--- config.mk ---
export PLATFORM = sky130hd
export DESIGN_NAME = br_update_unit
export DESIGN_NICKNAME = d
export VERILOG_FILES = /design/src/rtl/br_update_pkg.sv /design/src/rtl/br_oldest_select.sv /design/src/rtl/br_update_unit.sv
export SDC_FILE = /design/constraint.sdc
export NUM_CORES = 1
export LEC_CHECK = 0
export ABC_AREA = 1
export BUFFER_PORTS_ARGS = -buffer_cell sky130_fd_sc_hd__buf_2
export CAP_MARGIN = 15
export CORE_MARGIN = 10
export CORE_UTILIZATION = 49
export DETAILED_ROUTE_END_ITERATION = 16
export PLACE_DENSITY_LB_ADDON = 0.2
export SYNTH_ARGS = -nofsm -noshare
export SYNTH_HDL_FRONTEND = slang
export SYNTH_SLANG_ARGS = --single-unit
--- constraint.sdc ---
create_clock -name clock -period 7.3 [get_ports clock]
set_input_delay 1.095 -clock clock [delete_from_list [all_inputs] [get_ports clock]]
set_output_delay 1.095 -clock clock [all_outputs]
set_load 0.005 [all_outputs]
--- src/rtl/br_update_pkg.sv ---
// Shared types and constants for the branch update unit.
// Port fields whose widths track module parameters travel beside brinfo_t.
package br_update_pkg;

    localparam int NUM_BRINFO_DEF = 3;
    localparam int MAX_BR_DEF     = 20;
    localparam int BR_TAG_W_DEF   = 5;
    localparam int ROB_IDX_W_DEF  = 7;

    localparam logic [2:0] CFI_BR   = 3'd1;
    localparam logic [2:0] CFI_JALR = 3'd3;

    localparam logic [1:0] PC_SEL_PLUS4 = 2'd0;
    localparam logic [1:0] PC_SEL_BRJMP = 2'd1;
    localparam logic [1:0] PC_SEL_JALR  = 2'd2;

    typedef struct packed {
        logic        mispredict;
        logic        taken;
        logic [2:0]  cfi_type;
        logic [1:0]  pc_sel;
        logic [20:0] target_offset;
        logic [5:0]  ftq_idx;
        logic [5:0]  pc_lob;
        logic [4:0]  ldq_idx;
        logic [4:0]  stq_idx;
        logic        is_rvc;
        logic        edge_inst;
    } brinfo_t;

endpackage

--- src/rtl/br_oldest_select.sv ---
// One-hot grant to the oldest requester, age measured from the ROB head.
// Equal ages go to the lowest port index.
module br_oldest_select #(
    parameter int N     = 3,
    parameter int IDX_W = 7
) (
    input  logic [N-1:0]            req,
    input  logic [N-1:0][IDX_W-1:0] rob_idx,
    input  logic [IDX_W-1:0]        head_idx,
    output logic [N-1:0]            gnt
);

    logic [IDX_W-1:0] key;
    logic [IDX_W-1:0] best_key;
    logic             found;

    always_comb begin
        gnt      = '0;
        key      = '0;
        best_key = '0;
        found    = 1'b0;
        for (int i = 0; i < N; i++) begin
            // Modular distance from head; strict < keeps the lower port on ties.
            key = rob_idx[i] - head_idx;
            if (req[i] && (!found || key < best_key)) begin
                gnt      = '0;
                gnt[i]   = 1'b1;
                best_key = key;
                found    = 1'b1;
            end
        end
    end

endmodule

--- src/rtl/br_update_unit.sv ---
// Merges per-unit branch resolutions into the core-wide update:
// b1 masks one cycle after the reports, oldest-branch details (b2) one cycle later.
module br_update_unit
    import br_update_pkg::*;
#(
    parameter int NUM_BRINFO = NUM_BRINFO_DEF,
    parameter int MAX_BR     = MAX_BR_DEF,
    parameter int BR_TAG_W   = BR_TAG_W_DEF,
    parameter int ROB_IDX_W  = ROB_IDX_W_DEF
) (
    input  logic                                  clock,
    input  logic                                  reset,
    input  logic                                  flush,
    input  logic [ROB_IDX_W-1:0]                  rob_head_idx,
    input  logic [NUM_BRINFO-1:0]                 brinfo_valid,
    input  logic [NUM_BRINFO-1:0]                 brinfo_mispredict,
    input  logic [NUM_BRINFO-1:0]                 brinfo_taken,
    input  logic [NUM_BRINFO-1:0][2:0]            brinfo_cfi_type,
    input  logic [NUM_BRINFO-1:0][1:0]            brinfo_pc_sel,
    input  logic [NUM_BRINFO-1:0][20:0]           brinfo_target_offset,
    input  logic [NUM_BRINFO-1:0][MAX_BR-1:0]     brinfo_br_mask,
    input  logic [NUM_BRINFO-1:0][BR_TAG_W-1:0]   brinfo_br_tag,
    input  logic [NUM_BRINFO-1:0][ROB_IDX_W-1:0]  brinfo_rob_idx,
    input  logic [NUM_BRINFO-1:0][5:0]            brinfo_ftq_idx,
    input  logic [NUM_BRINFO-1:0][5:0]            brinfo_pc_lob,
    input  logic [NUM_BRINFO-1:0][4:0]            brinfo_ldq_idx,
    input  logic [NUM_BRINFO-1:0][4:0]            brinfo_stq_idx,
    input  logic [NUM_BRINFO-1:0]                 brinfo_is_rvc,
    input  logic [NUM_BRINFO-1:0]                 brinfo_edge_inst,
    output logic [MAX_BR-1:0]                     b1_resolve_mask,
    output logic [MAX_BR-1:0]                     b1_mispredict_mask,
    output logic                                  b2_valid,
    output logic                                  b2_mispredict,
    output logic                                  b2_taken,
    output logic [2:0]                            b2_cfi_type,
    output logic [1:0]                            b2_pc_sel,
    output logic [20:0]                           b2_target_offset,
    output logic [MAX_BR-1:0]                     b2_br_mask,
    output logic [BR_TAG_W-1:0]                   b2_br_tag,
    output logic [ROB_IDX_W-1:0]                  b2_rob_idx,
    output logic [5:0]                            b2_ftq_idx,
    output logic [5:0]                            b2_pc_lob,
    output logic [4:0]                            b2_ldq_idx,
    output logic [4:0]                            b2_stq_idx,
    output logic                                  b2_is_rvc,
    output logic                                  b2_edge_inst
);

    localparam logic [MAX_BR-1:0] TAG_ONE = MAX_BR'(1);

    brinfo_t [NUM_BRINFO-1:0] port_info;
    logic    [NUM_BRINFO-1:0] live, mp_req, mp_gnt, live_gnt, win_gnt;

    logic [MAX_BR-1:0]    b1_resolve_mask_d, b1_resolve_mask_q;
    logic [MAX_BR-1:0]    b1_mispredict_mask_d, b1_mispredict_mask_q;
    logic                 s1_valid_d, s1_valid_q;
    brinfo_t              s1_info_d, s1_info_q;
    logic [MAX_BR-1:0]    s1_br_mask_d, s1_br_mask_q;
    logic [BR_TAG_W-1:0]  s1_br_tag_d, s1_br_tag_q;
    logic [ROB_IDX_W-1:0] s1_rob_idx_d, s1_rob_idx_q;
    logic                 b2_valid_d, b2_valid_q;
    brinfo_t              b2_info_d, b2_info_q;
    logic [MAX_BR-1:0]    b2_br_mask_d, b2_br_mask_q;
    logic [BR_TAG_W-1:0]  b2_br_tag_d, b2_br_tag_q;
    logic [ROB_IDX_W-1:0] b2_rob_idx_d, b2_rob_idx_q;

    for (genvar g = 0; g < NUM_BRINFO; g++) begin : g_port
        assign port_info[g] = '{
            mispredict:    brinfo_mispredict[g],
            taken:         brinfo_taken[g],
            cfi_type:      brinfo_cfi_type[g],
            pc_sel:        brinfo_pc_sel[g],
            target_offset: brinfo_target_offset[g],
            ftq_idx:       brinfo_ftq_idx[g],
            pc_lob:        brinfo_pc_lob[g],
            ldq_idx:       brinfo_ldq_idx[g],
            stq_idx:       brinfo_stq_idx[g],
            is_rvc:        brinfo_is_rvc[g],
            edge_inst:     brinfo_edge_inst[g]
        };
        // A report under the mispredict already on b1 is on the wrong path.
        assign live[g]   = brinfo_valid[g] & ~flush
                         & ~|(brinfo_br_mask[g] & b1_mispredict_mask_q);
        assign mp_req[g] = live[g] & brinfo_mispredict[g];
    end

    br_oldest_select #(.N(NUM_BRINFO), .IDX_W(ROB_IDX_W)) u_sel_mp (
        .req      (mp_req),
        .rob_idx  (brinfo_rob_idx),
        .head_idx (rob_head_idx),
        .gnt      (mp_gnt)
    );

    br_oldest_select #(.N(NUM_BRINFO), .IDX_W(ROB_IDX_W)) u_sel_live (
        .req      (live),
        .rob_idx  (brinfo_rob_idx),
        .head_idx (rob_head_idx),
        .gnt      (live_gnt)
    );

    assign win_gnt = (|mp_gnt) ? mp_gnt : live_gnt;

    always_comb begin
        b1_resolve_mask_d    = '0;
        b1_mispredict_mask_d = '0;
        s1_info_d            = '0;
        s1_br_mask_d         = '0;
        s1_br_tag_d          = '0;
        s1_rob_idx_d         = '0;
        for (int i = 0; i < NUM_BRINFO; i++) begin
            // Shifting within MAX_BR bits drops tags at or above MAX_BR.
            if (live[i])
                b1_resolve_mask_d = b1_resolve_mask_d | (TAG_ONE << brinfo_br_tag[i]);
            if (mp_gnt[i])
                b1_mispredict_mask_d = TAG_ONE << brinfo_br_tag[i];
            if (win_gnt[i]) begin
                s1_info_d    = port_info[i];
                s1_br_mask_d = brinfo_br_mask[i];
                s1_br_tag_d  = brinfo_br_tag[i];
                s1_rob_idx_d = brinfo_rob_idx[i];
            end
        end
        s1_valid_d   = |live;
        b2_valid_d   = s1_valid_q & ~flush;
        b2_info_d    = s1_info_q;
        b2_br_mask_d = s1_br_mask_q & ~b1_resolve_mask_q;
        b2_br_tag_d  = s1_br_tag_q;
        b2_rob_idx_d = s1_rob_idx_q;
    end

    always_ff @(posedge clock) begin
        if (reset) begin
            b1_resolve_mask_q    <= '0;
            b1_mispredict_mask_q <= '0;
            s1_valid_q           <= 1'b0;
            b2_valid_q           <= 1'b0;
        end else begin
            b1_resolve_mask_q    <= b1_resolve_mask_d;
            b1_mispredict_mask_q <= b1_mispredict_mask_d;
            s1_valid_q           <= s1_valid_d;
            b2_valid_q           <= b2_valid_d;
        end
    end

    // Payload is qualified by the valids, so it needs no reset.
    always_ff @(posedge clock) begin
        s1_info_q    <= s1_info_d;
        s1_br_mask_q <= s1_br_mask_d;
        s1_br_tag_q  <= s1_br_tag_d;
        s1_rob_idx_q <= s1_rob_idx_d;
        b2_info_q    <= b2_info_d;
        b2_br_mask_q <= b2_br_mask_d;
        b2_br_tag_q  <= b2_br_tag_d;
        b2_rob_idx_q <= b2_rob_idx_d;
    end

    assign b1_resolve_mask    = b1_resolve_mask_q;
    assign b1_mispredict_mask = b1_mispredict_mask_q;
    assign b2_valid           = b2_valid_q;
    assign b2_mispredict      = b2_info_q.mispredict;
    assign b2_taken           = b2_info_q.taken;
    assign b2_cfi_type        = b2_info_q.cfi_type;
    assign b2_pc_sel          = b2_info_q.pc_sel;
    assign b2_target_offset   = b2_info_q.target_offset;
    assign b2_br_mask         = b2_br_mask_q;
    assign b2_br_tag          = b2_br_tag_q;
    assign b2_rob_idx         = b2_rob_idx_q;
    assign b2_ftq_idx         = b2_info_q.ftq_idx;
    assign b2_pc_lob          = b2_info_q.pc_lob;
    assign b2_ldq_idx         = b2_info_q.ldq_idx;
    assign b2_stq_idx         = b2_info_q.stq_idx;
    assign b2_is_rvc          = b2_info_q.is_rvc;
    assign b2_edge_inst       = b2_info_q.edge_inst;

endmodule

# ---- After elaboration in Yosys (flattened, before gate mapping)
# Cells that the tools add are included.
dict set report totals {
  reg_bits 210
  input_bits 265
  elab_cells 113
}
dict set report op_classes {
  addsub 3
  order_cmp 4
  shifts 3
  n_mux 33
  n_bitwise 18
  n_reduce_logical 20
}
# op count
set ops {}
lappend ops {{$mux W20} 9}
lappend ops {{$mux W52} 3}
lappend ops {{$and A20 B20 Y20} 4}
lappend ops {{$reduce_or A20 Y1} 3}
lappend ops {{$shl A1 B5 Y20 const A} 3}
lappend ops {{$mux W7} 7}
lappend ops {{$or A20 B20 Y20} 2}
lappend ops {{$lt A7 B7 Y1} 4}
lappend ops {{$sub A7 B7 Y7} 3}
lappend ops {{$not A20 Y20} 1}
lappend ops {{$mux W3} 5}
lappend ops {{$mux W5} 3}
lappend ops {{$and A1 B1 Y1} 10}
lappend ops {{$logic_not A1 Y1} 7}
lappend ops {{$mux W1} 6}
lappend ops {{$reduce_or A3 Y1} 2}
lappend ops {{$logic_and A1 B1 Y1} 4}
lappend ops {{$logic_or A1 B1 Y1} 4}
lappend ops {{$not A1 Y1} 1}

# ---- Longest topological paths before layout
dict set report logic_depth {
  depth_word 19
  depth_mapped 40
}

# ---- Cells and area by module
# A second synthesis with hierarchy kept.
dict set report unflattened {
  cells_unflattened 1473
  hier_area_um2 10443.8
}
# mod instances cells_per_inst area_each_um2 seq_area_each_um2
set modules_own_cells {}
lappend modules_own_cells {br_update_unit 1 1121 8181.6 4204.0}
lappend modules_own_cells {br_oldest_select 2 176 1131.1 0.0}

# ---- Worst setup path before layout
# OpenSTA, ideal clock, no wires.
dict set report synth_path {
  path_kind {input-to-reg}
  from {input brinfo_rob_idx[0] (netlist name)}
  to {register s1_info_q, in the netlist b2_info_d[0]}
  setup_ns 0.109
  arrival_time_ns 5.674
  path_slack_ns 1.518
  path_stages 38
  path_cell_list {inv_1 > ha_1 > inv_1 > fa_1 > nand3_1 > and2_1 > nor2_1 > nor2_1 > nor2_1 > nor2_1 > o21ai_0 > or2_2 > ha_1 > nand2_1 > nor2_1 > a211oi_1 > nand2_1 > nand2_1 > (+2 left out) > clkbuf_1 > nand2_1 > o21ai_0 > inv_1 > ha_1 > a21oi_1 > nor2_1 > a211oi_1 > nand2_1 > nand2_1 > nand2_1 > o21ai_4 > inv_2 > buf_6 > buf_6 > or2_0 > nand2_1 > inv_1}
}
# element line
set synth_lines {}
lappend synth_lines {{from (decl)} br_update_unit.sv:23} ;# input logic [NUM_BRINFO-1:0][ROB_IDX_W-1:0] brinfo_rob_idx,
lappend synth_lines {{to (signal assigned)} br_update_unit.sv:147} ;# s1_info_q <= s1_info_d;
lappend synth_lines {{to (decl)} br_update_unit.sv:57} ;# brinfo_t s1_info_d, s1_info_q;

==> results_dict.tcl <==
set metrics [dict create \
    p_leak_nw 7.08 \
    crit_start "brinfo_rob_idx[7]" \
    cts_root_buf "clkbuf_16" \
    vias 11300 \
    grtUsageTotal 0.305 \
    cap_viol_max_count 0 \
    core_area_mm2 0.0202 \
    cp.required_ps 7710 \
    cts_buffers 23 \
    areaGrowthSynthToFinish_pct 30.0 \
    layout_commonest_cell "nand2_1" \
    ant_nets 0 \
    gp_congestion 0.981 \
    r2r_start "b1_mispredict_mask[18]" \
    synth.distinct_cells 40 \
    period_minus_slack_ps 6190 \
    cp_max_fo 47 \
    antenna_found_initial 14 \
    post_cts_buffers 0 \
    grt_first_pass_wirelength_um 63800 \
    ios 390 \
    grt_pass1_vias 10900 \
    num_rows 52 \
    finalSetupViolations 0 \
    numPortBuffers 389 \
    final_cell_mix "432 x nand2_1, 389 x buf_2, 210 x dfxtp_1" \
    slowest_delay_ps 400 \
    finalHoldViolCount 0 \
    worstPathArrival_ps 6600 \
    syn_avg_cell_area_um2 7.03 \
    startpoint_type "input pin" \
    die_x_um 163 \
    ir_worst_vdd_mv 0.170 \
    path_class "in2reg" \
    fmax_mhz 162 \
    die_y_um 163 \
    worstMarginPinSlew_ps 949 \
    fin_crit_sh 0.848 \
    syn-cell-area_mm2 0.0101 \
    ys.warnings.count 0 \
    start_util 0.497 \
    grt_remaining_overflow 0 \
    cp-end-kind "flop" \
    cp_slowest_cell "fa_1" \
    clk_latency_ps 520 \
    cts_hold_buf 0 \
    rsz0062_at_grt "no" \
    dr.max_layer_used "met5" \
    synth_edf_count 0 \
    nets 2122 \
    cts.path.max_buffers 3 \
    min_from "b2_info_d[6]" \
    drive_above_1_share 0.253 \
    cts_tree "done" \
    drt-initial-drc-count 1341 \
    ys_seq_area_frac 0.418 \
    drv_slew 0 \
    synth-seq-cells 210 \
    grt_max_degree 48 \
    cts_num_sinks 210 \
    post_cts_resized 0 \
    vias_per_cell 5.35 \
    relSlewSlack 0.366 \
    wl_um 43600 \
    syn_nets 1741 \
    htree_levels 1 \
    timing.hold.worst.class "reg2reg" \
    ys.flop_type "dfxtp_1" \
    synth_cells 1431 \
    fillers 1868 \
    die-area_mm2 0.0267 \
    power_density_mw_per_mm2 269 \
    wl_met2_um 21200 \
    post-route-util 0.646 \
    drc 0 \
    run_status "finished clean" \
    wire_per_inst_um 20.6 \
    wl_met3_um 4540 \
    clk_pin_slew_worst_paths_ps 60 \
    async_reset_ff_frac 0 \
    clock_skew_ps 12.5 \
    hpwl_um 34400 \
    drt-met1-wl_um 16400 \
    drt_first_pass_iters 5 \
    timing.setup.tns_ps 0 \
]
-- critical path, delay by kind of cell --
kind	cells	cell delay [ps]
and+or+nand+nor	12	1210
AOI/OAI and AO/OA	8	1510
adders and majority gates	4	1170
buffers and inverters	8	1230
xor gates and xnor gates	1	340
-- cell usage after synthesis, drive strengths merged (10+ instances only) --
cell	n	area [um^2]
xor2	13	114
ha	42	526
clkbuf	31	116
a21oi	25	125
o21ai	32	171
a31oi	10	62.6
nand3	174	871
nand2	436	1650
dfxtp	210	4200
nor3	24	120
nand4	35	219
nor2	116	440
o22ai	11	68.8
buf	19	119
inv	168	631
or2	42	263
-- power by group --
group / leakage (nW) / internal (W) / switching, W
Clock: 0.385 / 0.000700 / 0.000510
Combinational: 4.95 / 0.000325 / 0.000532
Sequential: 1.74 / 0.00138 / 0.0000627
-- per-stage QoR --
stage	cells	hold WS, ps	worst slack, ps	area, um^2	power (W)
2_1_floorplan	1431	310	1520	10100	0.00192
3_3_place_gp	2057	310	901	12200	0.00229
3_5_place_dp	2057	312	749	12200	0.00231
4_1_cts	2099	327	1220	13000	0.00351
5_1_grt	2112	330	586	13100	0.00369
6_report	2114	326	1110	13100	0.00351
-- final cells by class --
| cell class | instances | area [um^2] | share of cell area |
|---|---|---|---|
| clock buffers | 23 | 576 | 0.0440 |
| multi-input cells | 1000 | 4970 | 0.380 |
| repair buffers | 406 | 2090 | 0.160 |
| flip-flops and latches | 210 | 4200 | 0.322 |
| diodes | 15 | 37.5 | 0.00287 |
| inverters | 171 | 642 | 0.0491 |
| well taps | 270 | 338 | 0.0258 |
| clock inverters | 19 | 216 | 0.0166 |
-- flip-flops by register name, indices dropped and copies added, names as in the netlist, 2 cells and up --
| name | count |
|---|---|
| b2_ftq_idx | 6 |
| b1_mispredict_mask | 20 |
| s1_br_mask_q | 20 |
| b2_pc_sel | 2 |
| b2_info_d | 52 |
| b2_rob_idx_d | 7 |
| b2_br_tag_d | 5 |
| b1_resolve_mask | 20 |
| b2_target_offset | 21 |
| b2_rob_idx | 7 |
| b2_ldq_idx | 5 |
| b2_br_mask | 20 |
| b2_pc_lob | 6 |
| b2_br_tag | 5 |
| b2_stq_idx | 5 |
| b2_cfi_type | 3 |
-- logic make-up after synthesis --
logic type               count (synthesis)  synth area share
adder cells (fa/ha/maj)                 45            0.0582
AND/OR/NAND/NOR                        837             0.361
buffers and inverters                  221            0.0872
XOR/XNOR                                15            0.0131
flip-flops                             210             0.418
AO/OA/AOI/OAI                          103            0.0625
-- per-layer routing --
| layer | up-vias | track usage |
|---|---|---|
| li1 | 5370 | - |
| met1 | 5198 | 0.363 |
| met2 | 649 | 0.521 |
| met3 | 101 | 0.0667 |
| met4 | 2 | 0.127 |
| met5 | - | 0 |
-- path summary, 6_finish.rpt --
path / cells after the start / slack [ps] / endpoint
min: 0 / 330 / b2_stq_idx[4]
max reg2reg: 33 / 1660 / b2_info_d[44]
max: 33 / 1110 / b2_info_d[44]
min reg2reg: 0 / 330 / b2_stq_idx[4]
Note: power is estimated with default switching activity, not from simulation.
